[config.mk]
export PLATFORM = sky130hd
export DESIGN_NAME = microcode_sequencer_flat
export DESIGN_NICKNAME = d
export VERILOG_FILES = /design/src/rtl/microcode_sequencer_if.sv /design/src/rtl/microcode_sequencer.sv /design/src/flat_wrapper.sv
export SDC_FILE = /design/constraint.sdc
export NUM_CORES = 1
export LEC_CHECK = 0
export CORE_MARGIN = 2
export CORE_UTILIZATION = 32
export CTS_BUF_LIST = sky130_fd_sc_hd__clkbuf_8 sky130_fd_sc_hd__clkbuf_16
export DETAILED_ROUTE_END_ITERATION = 10
export HOLD_SLACK_MARGIN = 0.15
export PLACE_DENSITY_LB_ADDON = 0.05
export SLEW_MARGIN = 20
export SYNTH_ARGS = -nofsm -noshare
export SYNTH_HDL_FRONTEND = slang
export SYNTH_SLANG_ARGS = --single-unit
[constraint.sdc]
create_clock -name clk -period 2.7 [get_ports clk]
set_clock_uncertainty 0.1 [all_clocks]
set_input_delay 0.675 -clock clk [delete_from_list [all_inputs] [get_ports clk]]
set_output_delay 0.675 -clock clk [all_outputs]
set_load 0.01 [all_outputs]
[src/rtl/microcode_sequencer_if.sv]
// Microcode sequencer bus bundle.
// Groups the decoder/microcode-word inputs and the fetch/execute/interrupt
// strobes that pass between the sequencer and the CPU datapath.
//   master : the sequencer (consumes decode/microcode fields, drives strobes)
//   slave  : the datapath / environment (drives decode/microcode fields)
interface microcode_sequencer_if #(
  parameter int MAX_OPS = 2,
  parameter int MS_W    = 3,
  parameter int FLAG_W  = 3
);
  logic [1:0]         op_bytes;
  logic [FLAG_W-1:0]  flags;
  logic               uc_halt;
  logic               uc_last;
  logic [FLAG_W-1:0]  uc_cond_sel;
  logic               uc_cond_neg;
  logic               irq;

  logic               load_origin;
  logic               load_mar_pc;
  logic               oe_ram;
  logic               pc_enable;
  logic               load_ir;
  logic [MAX_OPS-1:0] load_operand;
  logic               exec_en;
  logic               suppress_pc_load;
  logic [MS_W-1:0]    microstep;
  logic               irq_ack;
  logic               load_vector;
  logic               halted;
  logic               error;

  modport master (
    input  op_bytes, flags, uc_halt, uc_last, uc_cond_sel, uc_cond_neg, irq,
    output load_origin, load_mar_pc, oe_ram, pc_enable, load_ir, load_operand,
           exec_en, suppress_pc_load, microstep, irq_ack, load_vector,
           halted, error
  );

  modport slave (
    output op_bytes, flags, uc_halt, uc_last, uc_cond_sel, uc_cond_neg, irq,
    input  load_origin, load_mar_pc, oe_ram, pc_enable, load_ir, load_operand,
           exec_en, suppress_pc_load, microstep, irq_ack, load_vector,
           halted, error
  );
endinterface

[src/rtl/microcode_sequencer.sv]
// Microcode sequencer: fetches an opcode plus up to MAX_OPS operand bytes,
// then steps the microcode ROM address until the word ends the instruction,
// with level interrupts taken only between instructions or from HALT.
// Ports:
//   clk   - system clock, rising edge
//   reset - asynchronous active-high reset
//   bus   - microcode_sequencer_if.master (decode/microcode inputs, strobes out)
//
// state        | meaning
// -------------+-------------------------------------------------------
// ST_RESET     | post-reset idle, one cycle
// ST_INIT      | load PC with the origin address
// ST_LATCH_ADDR| MAR <= PC
// ST_READ_BYTE | RAM output enabled, data settling
// ST_LATCH_BYTE| latch opcode/operand byte, PC++
// ST_CHK_MORE  | decide: fetch another byte, execute, or fault
// ST_EXECUTE   | microcode word {IR, microstep} drives the datapath
// ST_IRQ       | acknowledge interrupt, PC <= vector
// ST_HALT      | stopped; wakes on irq unless halted by an error
module microcode_sequencer #(
  parameter int MAX_OPS = 2,
  parameter int MS_W    = 3,
  parameter int FLAG_W  = 3
) (
  input logic                   clk,
  input logic                   reset,
  microcode_sequencer_if.master bus
);

  typedef enum logic [3:0] {
    ST_RESET, ST_INIT, ST_LATCH_ADDR, ST_READ_BYTE, ST_LATCH_BYTE,
    ST_CHK_MORE, ST_EXECUTE, ST_IRQ, ST_HALT
  } state_t;

  state_t          state, state_n;
  logic [MS_W-1:0] microstep, microstep_n;
  logic [2:0]      byte_count, byte_count_n;
  logic            error_q, error_n;

  logic               load_origin, load_mar_pc, oe_ram, pc_enable, load_ir;
  logic [MAX_OPS-1:0] load_operand;
  logic               exec_en, suppress_pc_load, irq_ack, load_vector, halted;
  logic               cond_step, cond_ok, instr_end;

  assign cond_step = |bus.uc_cond_sel;
  assign cond_ok   = |(bus.uc_cond_sel & (bus.uc_cond_neg ? ~bus.flags : bus.flags));

  always_ff @(posedge clk or posedge reset) begin
    if (reset) begin
      state      <= ST_RESET;
      microstep  <= '0;
      byte_count <= '0;
      error_q    <= 1'b0;
    end else begin
      state      <= state_n;
      microstep  <= microstep_n;
      byte_count <= byte_count_n;
      error_q    <= error_n;
    end
  end

  always_comb begin
    state_n          = state;
    microstep_n      = microstep;
    byte_count_n     = byte_count;
    error_n          = error_q;
    load_origin      = 1'b0;
    load_mar_pc      = 1'b0;
    oe_ram           = 1'b0;
    pc_enable        = 1'b0;
    load_ir          = 1'b0;
    load_operand     = '0;
    exec_en          = 1'b0;
    suppress_pc_load = 1'b0;
    irq_ack          = 1'b0;
    load_vector      = 1'b0;
    halted           = 1'b0;
    instr_end        = 1'b0;

    case (state)
      ST_RESET: state_n = ST_INIT;
      ST_INIT: begin
        load_origin = 1'b1;
        state_n     = ST_LATCH_ADDR;
      end
      ST_LATCH_ADDR: begin
        load_mar_pc = 1'b1;
        state_n     = ST_READ_BYTE;
      end
      ST_READ_BYTE: begin
        oe_ram  = 1'b1;
        state_n = ST_LATCH_BYTE;
      end
      ST_LATCH_BYTE: begin
        oe_ram    = 1'b1;
        pc_enable = 1'b1;
        // byte 0 is the opcode; byte i (i>=1) goes to operand latch i-1
        if (byte_count == 3'd0) load_ir = 1'b1;
        for (int i = 0; i < MAX_OPS; i++)
          if (byte_count == 3'(i + 1)) load_operand[i] = 1'b1;
        byte_count_n = byte_count + 3'd1;
        state_n      = ST_CHK_MORE;
      end
      ST_CHK_MORE: begin
        // an opcode claiming more operands than the latches hold is a fault
        if (int'(bus.op_bytes) > MAX_OPS) begin
          error_n      = 1'b1;
          byte_count_n = '0;
          state_n      = ST_HALT;
        end else if (byte_count > {1'b0, bus.op_bytes}) begin
          byte_count_n = '0;
          state_n      = ST_EXECUTE;
        end else begin
          state_n = ST_LATCH_ADDR;
        end
      end
      ST_EXECUTE: begin
        exec_en = 1'b1;
        if (bus.uc_halt) begin
          microstep_n = '0;
          state_n     = ST_HALT;
        end else if (cond_step && !cond_ok) begin
          suppress_pc_load = 1'b1;
          instr_end        = 1'b1;
        end else if (bus.uc_last) begin
          instr_end = 1'b1;
        end else if (microstep == '1) begin
          // ran off the end of the opcode's microcode without a terminator
          error_n     = 1'b1;
          microstep_n = '0;
          state_n     = ST_HALT;
        end else begin
          microstep_n = microstep + MS_W'(1);
        end
        if (instr_end) begin
          microstep_n = '0;
          state_n     = bus.irq ? ST_IRQ : ST_LATCH_ADDR;
        end
      end
      ST_IRQ: begin
        irq_ack     = 1'b1;
        load_vector = 1'b1;
        state_n     = ST_LATCH_ADDR;
      end
      ST_HALT: begin
        halted = 1'b1;
        if (bus.irq && !error_q) state_n = ST_IRQ;
      end
      default: state_n = ST_RESET;
    endcase
  end

  assign bus.load_origin      = load_origin;
  assign bus.load_mar_pc      = load_mar_pc;
  assign bus.oe_ram           = oe_ram;
  assign bus.pc_enable        = pc_enable;
  assign bus.load_ir          = load_ir;
  assign bus.load_operand     = load_operand;
  assign bus.exec_en          = exec_en;
  assign bus.suppress_pc_load = suppress_pc_load;
  assign bus.microstep        = microstep;
  assign bus.irq_ack          = irq_ack;
  assign bus.load_vector      = load_vector;
  assign bus.halted           = halted;
  assign bus.error            = error_q;

endmodule

[src/flat_wrapper.sv]
// flat-port wrapper written by rule: the top's interface ports become plain ports
module microcode_sequencer_flat 
#(
  parameter int MAX_OPS = 2,
  parameter int MS_W    = 3,
  parameter int FLAG_W  = 3
)
  (clk, reset, bus_op_bytes, bus_flags, bus_uc_halt, bus_uc_last, bus_uc_cond_sel, bus_uc_cond_neg, bus_irq, bus_load_origin, bus_load_mar_pc, bus_oe_ram, bus_pc_enable, bus_load_ir, bus_load_operand, bus_exec_en, bus_suppress_pc_load, bus_microstep, bus_irq_ack, bus_load_vector, bus_halted, bus_error);
  microcode_sequencer_if #(.MAX_OPS(MAX_OPS), .MS_W(MS_W), .FLAG_W(FLAG_W)) bus_i ();
  input logic clk;
  input logic reset;
  input wire logic [$bits(bus_i.op_bytes)-1:0] bus_op_bytes;
  input wire logic [$bits(bus_i.flags)-1:0] bus_flags;
  input wire logic [$bits(bus_i.uc_halt)-1:0] bus_uc_halt;
  input wire logic [$bits(bus_i.uc_last)-1:0] bus_uc_last;
  input wire logic [$bits(bus_i.uc_cond_sel)-1:0] bus_uc_cond_sel;
  input wire logic [$bits(bus_i.uc_cond_neg)-1:0] bus_uc_cond_neg;
  input wire logic [$bits(bus_i.irq)-1:0] bus_irq;
  output wire logic [$bits(bus_i.load_origin)-1:0] bus_load_origin;
  output wire logic [$bits(bus_i.load_mar_pc)-1:0] bus_load_mar_pc;
  output wire logic [$bits(bus_i.oe_ram)-1:0] bus_oe_ram;
  output wire logic [$bits(bus_i.pc_enable)-1:0] bus_pc_enable;
  output wire logic [$bits(bus_i.load_ir)-1:0] bus_load_ir;
  output wire logic [$bits(bus_i.load_operand)-1:0] bus_load_operand;
  output wire logic [$bits(bus_i.exec_en)-1:0] bus_exec_en;
  output wire logic [$bits(bus_i.suppress_pc_load)-1:0] bus_suppress_pc_load;
  output wire logic [$bits(bus_i.microstep)-1:0] bus_microstep;
  output wire logic [$bits(bus_i.irq_ack)-1:0] bus_irq_ack;
  output wire logic [$bits(bus_i.load_vector)-1:0] bus_load_vector;
  output wire logic [$bits(bus_i.halted)-1:0] bus_halted;
  output wire logic [$bits(bus_i.error)-1:0] bus_error;
  assign bus_i.op_bytes = bus_op_bytes;
  assign bus_i.flags = bus_flags;
  assign bus_i.uc_halt = bus_uc_halt;
  assign bus_i.uc_last = bus_uc_last;
  assign bus_i.uc_cond_sel = bus_uc_cond_sel;
  assign bus_i.uc_cond_neg = bus_uc_cond_neg;
  assign bus_i.irq = bus_irq;
  assign bus_load_origin = bus_i.load_origin;
  assign bus_load_mar_pc = bus_i.load_mar_pc;
  assign bus_oe_ram = bus_i.oe_ram;
  assign bus_pc_enable = bus_i.pc_enable;
  assign bus_load_ir = bus_i.load_ir;
  assign bus_load_operand = bus_i.load_operand;
  assign bus_exec_en = bus_i.exec_en;
  assign bus_suppress_pc_load = bus_i.suppress_pc_load;
  assign bus_microstep = bus_i.microstep;
  assign bus_irq_ack = bus_i.irq_ack;
  assign bus_load_vector = bus_i.load_vector;
  assign bus_halted = bus_i.halted;
  assign bus_error = bus_i.error;
  microcode_sequencer #(.MAX_OPS(MAX_OPS), .MS_W(MS_W), .FLAG_W(FLAG_W)) u_core (.clk(clk), .reset(reset), .bus(bus_i));
endmodule
==> results of run 1 <==
per-layer routing:
metal	GRT usage	vias up	wire (µm)
met1	0.176	416	984
li1	-	438	-
met2	0.229	17	1010
met5	0	-	0
met4	0.0199	0	0
met3	0.0246	0	92
final timing paths:
| kind | to | slack [ns] | start | depth (start not counted) |
|---|---|---|---|---|
| min in group asynchronous | u_core.bus.microstep[2] | 0.63 | reset | 2 |
| worst max register to register | u_core.byte_count[2] | 0.91 | u_core.byte_count[1] | 6 |
| worst min-delay path | u_core.bus.microstep[0] | 0.42 | u_core.bus.microstep[0] | 1 |
| worst min register to register | u_core.bus.microstep[0] | 0.42 | u_core.bus.microstep[0] | 1 |
| max in group asynchronous | u_core.byte_count[2] | 1.59 | reset | 2 |
| worst max-delay path | bus_pc_enable | 0.12 | u_core.state[0] | 3 |
cells in the mapped netlist:
library cell	count	area share
nand3_1	1	0.0054
ha_1	8	0.11
a31oi_1	1	0.0068
nor2_8	1	0.022
inv_1	6	0.024
a22oi_2	1	0.014
nand3b_1	4	0.033
inv_2	1	0.0041
o31ai_1	1	0.0081
a311o_2	1	0.012
o211ai_1	1	0.0081
and4b_1	1	0.011
and2_1	4	0.027
o21ai_1	1	0.0054
a21oi_4	1	0.018
nor3_1	4	0.022
a22o_1	3	0.028
nor2_1	5	0.020
and3_2	1	0.0081
nand3_2	1	0.011
a21oi_1	3	0.016
or2b_1	1	0.0081
a21oi_2	1	0.0095
nor4b_1	1	0.0095
a211oi_2	1	0.014
buf_4	2	0.016
nand2_1	8	0.033
buf_2	3	0.016
o21a_1	1	0.0081
a211oi_1	2	0.016
dfrtp_1	11	0.30
and3b_4	1	0.014
xor2_1	4	0.038
nor2b_1	1	0.0068
o41ai_1	1	0.0095
nand2b_1	2	0.014
or4b_4	1	0.015
a2bb2oi_1	1	0.0095
o21ai_0	7	0.038
nor3b_1	1	0.0081
o22ai_1	1	0.0068
cells by family after synthesis:
kind of cell	Yosys count
flip-flops	11
buffers and inverters	12
AND/OR/NAND/NOR	38
adder cells (fa/ha/maj)	8
XOR/XNOR	4
AO/OA/AOI/OAI	28
registers in the layout, summed over array words and instances (netlist names):
| signal | flops |
|---|---|
| u_core.bus.error | 1 |
| u_core.bus.microstep | 3 |
| u_core.state | 4 |
| u_core.byte_count | 3 |
cell type report:
class,instances,area share
inverter,7,0.0193
multi-input combinational,78,0.449
timing repair buffer,40,0.268
tap,31,0.0285
sequential,11,0.202
clock buffer,3,0.0303
clock inverter,1,0.00276
worst max-delay path: stages, from the launching register on:
cell and delay, ns:
dfrtp_1 0.39, or4b_4 0.57, inv_2 0.09, clkdlybuf4s50_1 0.53
report_power, final:
part / leakage, µW / internal, µW / switching [µW] / total (µW)
clock: 0.0000269 / 99.2 / 54.4 / 154
combinational: 0.000475 / 381 / 357 / 737
sequential: 0.000141 / 240 / 67.1 / 307
repair_timing:
action / CTS / global route
setup endpoints to repair: 4 / 4
pin swaps: 1 / 1
resized for setup: 7 / 5
setup buffers: 1 / 1
endpoints found under the hold margin: 0 / 0
cloned: 0 / 0
metrics by stage:
step,hold slack [ns],cells
floorplan,0.380,101
global placement,0.407,165
detailed placement,0.405,165
CTS,0.428,170
global route,0.459,171
finish,0.424,171
==> results.sh, run 1 <==
export IMPL_cts_tree="done"
export IMPL_ys_ff_latch=11
export IMPL_min_period_over_period=0.955
export IMPL_finalSetupTns_ns=0
export IMPL_routabilityCongestion=0.718
export IMPL_clock_fmax_mhz=388
export IMPL_grt_overflow=0
export IMPL_dr_pass1_iters=4
export IMPL_core_area_um2=2760
export IMPL_finalSetupViolCount=0
export IMPL_cap_violations=0
export IMPL_grt_pass1_wl_um=3570
export IMPL_hold_viol=0
export IMPL_synth_nets=123
export IMPL_htreeDepth=1
export IMPL_slew_violations=0
export IMPL_die_x_um=57.7
export IMPL_period_needed_ns=2.58
export IMPL_synth_top_family_by_area="simple AND/OR/NAND/NOR gates"
export IMPL_ctsHoldBuffers=0
export IMPL_crit_path_max_fanout=3
export IMPL_cts_root_buf="clkbuf_8"
export IMPL_synth_compound_area_frac=0.228
export IMPL_vias_per_cell=5.09
export IMPL_drc=0
export IMPL_relSlewSlack=0.733
export IMPL_grt_max_degree=14
export IMPL_post_route_util=0.494
export IMPL_area_growth_pct=47.6
export IMPL_cts_path_max_buffers=2
export IMPL_gr_usage_all_layers=0.132
export IMPL_clk_pin_slew_worst_paths_ns=0.05
export IMPL_routedWlPerCell_um=12.2
export IMPL_regArea_um2=275
export IMPL_tightest_slew_ns=0.401
export IMPL_total_power_uw=1200
export IMPL_crit_required_ns=1.92
export IMPL_post_dp_cell_area_um2=1290
export IMPL_synth_distinct_cells=41
export IMPL_most_common_layout_cells="clkdlybuf4s50_1, buf_4, dfrtp_1"
export IMPL_ir_drop_uv=500
export IMPL_status="finished clean"
export IMPL_clk_insertion_delay_late_ns=0.23
export IMPL_syn_area_per_cell_um2=9.13
export IMPL_ant_nets=0
export IMPL_pwr_density_cell_nw_per_um2=880
export IMPL_vias=871
export IMPL_initial_core_util=0.334
export IMPL_die_area_um2=3330
export IMPL_nFillCells=270
export IMPL_dieHeight_um=57.7
export IMPL_leakagePower_uw=0.000644
export IMPL_hold_path_class="reg -> reg"
export IMPL_hpwl_um=1660
export IMPL_nets=163
export IMPL_netlist_area_um2=922
export IMPL_synthAdderAreaFrac=0.109
export IMPL_grt_setup_unrepaired="no"
export IMPL_ioPinCount=30
export IMPL_antenna_found_initial=0
export IMPL_cts_buffers=3
export IMPL_final_layout_size_suffix_gt1_frac=0.207
export IMPL_mostFrequentLayoutCell="clkdlybuf4s50_1"
export IMPL_criticalPathCategory="reg -> out"
export IMPL_grt_pass1_vias=819
export IMPL_dp_slack_ns=-0.339
export IMPL_stdcell_area_um2=1360
export IMPL_endpoint_kind="output pin"
export IMPL_yosys_mux_area_fraction=0
export IMPL_finalWorstSetupSlack_ns=0.120
export IMPL_yosysWarningCount=0
export IMPL_yosys_area_share_simple=0.266
export IMPL_arrival_ns=1.80
export IMPL_place_port_buffers=29
export IMPL_cts_sinks=11
export IMPL_row_count=19
export IMPL_start_kind="flop"
export IMPL_drt_initial_drc_count=15
export IMPL_multiInputGateArea_um2=611
export IMPL_netlist_instances=101
export IMPL_n_antenna_cell=0
export IMPL_synth_xor_area_frac=0.0380
export IMPL_routed_wl_um=2090
export IMPL_seq_area_frac_synth=0.299
Power figures use the tool's default switching activity.
==> inputs of run 2 (changes only) <==
==> constraint.sdc (replaced) <==
create_clock -name clk -period 2.6 [get_ports clk]
set_clock_uncertainty 0.1 [all_clocks]
set_input_delay 0.65 -clock clk [delete_from_list [all_inputs] [get_ports clk]]
set_output_delay 0.65 -clock clk [all_outputs]
set_load 0.01 [all_outputs]
==> results.sh, run 2 (synthesized netlist as in run 1, its figures left out) <==
export IMPL_row_count=19
export IMPL_cts_root_buf="clkbuf_8"
export IMPL_clock_fmax_mhz=393
export IMPL_ir_drop_uv=492
export IMPL_cts_buffers=3
export IMPL_cp_slowest_cell="or4b_4"
export IMPL_leakagePower_uw=0.000652
export IMPL_finalSetupTns_ns=0
export IMPL_nets=164
export IMPL_drt_initial_drc_count=13
export IMPL_core_area_um2=2760
export IMPL_relSlewSlack=0.735
export IMPL_dr_pass1_iters=4
export IMPL_period_needed_ns=2.54
export IMPL_drc=0
export IMPL_endpoint_kind="output pin"
export IMPL_critPathMaxStageDelay_ns=0.58
export IMPL_ioPinCount=30
export IMPL_n_antenna_cell=0
export IMPL_vias=857
export IMPL_arrival_ns=1.79
export IMPL_reg2reg_depth=7
export IMPL_cts_sinks=11
export IMPL_routed_top_layer="met3"
export IMPL_post_route_util=0.494
export IMPL_criticalPathCategory="reg -> out"
export IMPL_routedWlPerCell_um=11.4
export IMPL_grt_overflow=0
export IMPL_area_growth_pct=47.8
export IMPL_reg_top3="u_core.state: 4 flops, u_core.bus.microstep: 3 flops, u_core.byte_count: 3 flops"
export IMPL_routabilityCongestion=0.708
export IMPL_grt_max_degree=14
export IMPL_pwr_density_cell_nw_per_um2=904
export IMPL_min_period_over_period=0.979
export IMPL_cap_violations=0
export IMPL_min_path_cells=2
export IMPL_met2_length_um=926
export IMPL_cts_tree="done"
export IMPL_grt_setup_unrepaired="no"
export IMPL_start_kind="flop"
export IMPL_finalWorstSetupSlack_ns=0.0551
export IMPL_status="finished clean"
export IMPL_htreeDepth=1
export IMPL_grt_pass1_vias=856
export IMPL_m1WireLength_um=945
export IMPL_wl_met3_um=97
export IMPL_hold_viol=0
export IMPL_crit_chain="or4b_4 > inv_2 > clkdlybuf4s50_1"
export IMPL_tightest_slew_ns=0.397
export IMPL_hold_path_class="reg -> reg"
export IMPL_dp_slack_ns=-0.378
export IMPL_most_common_layout_cells="clkdlybuf4s50_1, buf_4, dfrtp_1"
export IMPL_dieHeight_um=57.7
export IMPL_mostFrequentLayoutCell="clkdlybuf4s50_1"
export IMPL_grt_pass1_wl_um=3510
export IMPL_reg2reg_from="u_core.byte_count[1]"
export IMPL_die_area_um2=3330
export IMPL_gr_usage_all_layers=0.129
export IMPL_vias_per_cell=4.98
export IMPL_largest_reg_flops=4
export IMPL_initial_core_util=0.334
export IMPL_clk_insertion_delay_late_ns=0.23
export IMPL_r2r_end="u_core.byte_count[2]"
export IMPL_crit_required_ns=1.85
export IMPL_clk_pin_slew_worst_paths_ns=0.05
export IMPL_top_register="u_core.state"
export IMPL_hpwl_um=1610
export IMPL_r2r_slack_ns=0.82
export IMPL_ctsHoldBuffers=0
export IMPL_finalSetupViolCount=0
export IMPL_place_port_buffers=29
export IMPL_antenna_found_initial=0
export IMPL_place_inst=167
export IMPL_ant_nets=0
export IMPL_cts_path_max_buffers=2
export IMPL_instances_no_fill=172
export IMPL_hold_end="u_core.bus.microstep[2]"
export IMPL_total_power_uw=1230
export IMPL_slew_violations=0
export IMPL_die_x_um=57.7
export IMPL_crit_path_max_fanout=3
export IMPL_min_from="u_core.bus.microstep[2]"
export IMPL_routed_wl_um=1970
export IMPL_final_layout_size_suffix_gt1_frac=0.213
[run 2: cell count changes in the layout (fill, tap and decap cells not counted)]
cell and delta:
dlygate4sd2_1 +1, xor2_1 +1, clkdlybuf4s50_1 -1, nor2_2 +1, buf_4 +1, xor2_2 -1, nor2_1 -1
[run 2: worst max path at each step]
stage | from | endpoint | slack [ns] | depth (start not counted)
finish | u_core.state[0] | bus_pc_enable | 0.06 | 3
global route | u_core.state[0] | bus_pc_enable | 0.02 | 3
CTS | bus_flags[2] | bus_suppress_pc_load | 0.007 | 5
detailed placement | bus_uc_cond_neg | bus_suppress_pc_load | -0.38 | 5
global placement | bus_uc_cond_neg | bus_suppress_pc_load | -0.38 | 5
floorplan | bus_uc_cond_neg | bus_suppress_pc_load | 0.56 | 3
[run 2: critical path: cells and delay by family, from the launching register on]
family / cells / cell delay (ns)
DFF: 1 / 0.37
buffers and inverters: 2 / 0.62
and+or+nand+nor: 1 / 0.58
[run 2: repair_timing]
action,4_1_cts,5_1_grt
setup buffers,1,0
gates resized for setup,9,4
pin swaps,1,0
endpoints found under the setup margin,6,3
[run 2: cell type report]
class	instances	area (µm²)
Inverter	7	26.3
Multi-Input combinational cell	78	606
Timing Repair Buffer	41	372
Tap cell	31	38.8
Fill cell	269	1400
Clock inverter	1	3.75
Clock buffer	3	41.3
Sequential cell	11	275
[run 2: power by group]
part | switching (µW) | total (µW) | internal [µW]
registers | 68.2 | 318 | 249
clock network | 56.9 | 160 | 103
logic | 362 | 754 | 392
[run 2: metal layers]
metal  track usage  vias up
met3        0.0179        0
met1         0.174      396
li1              -      444
met2         0.224       17
met5             0        -
met4        0.0199        0
[run 2: stage by stage]
| stage | instance area, µm² | hold WS [ns] |
|---|---|---|
| 2_1_floorplan | 922 | 0.380 |
| 3_3_place_gp | 1300 | 0.407 |
| 3_5_place_dp | 1300 | 0.407 |
| 4_1_cts | 1360 | 0.422 |
| 5_1_grt | 1360 | 0.454 |
| 6_report | 1360 | 0.416 |
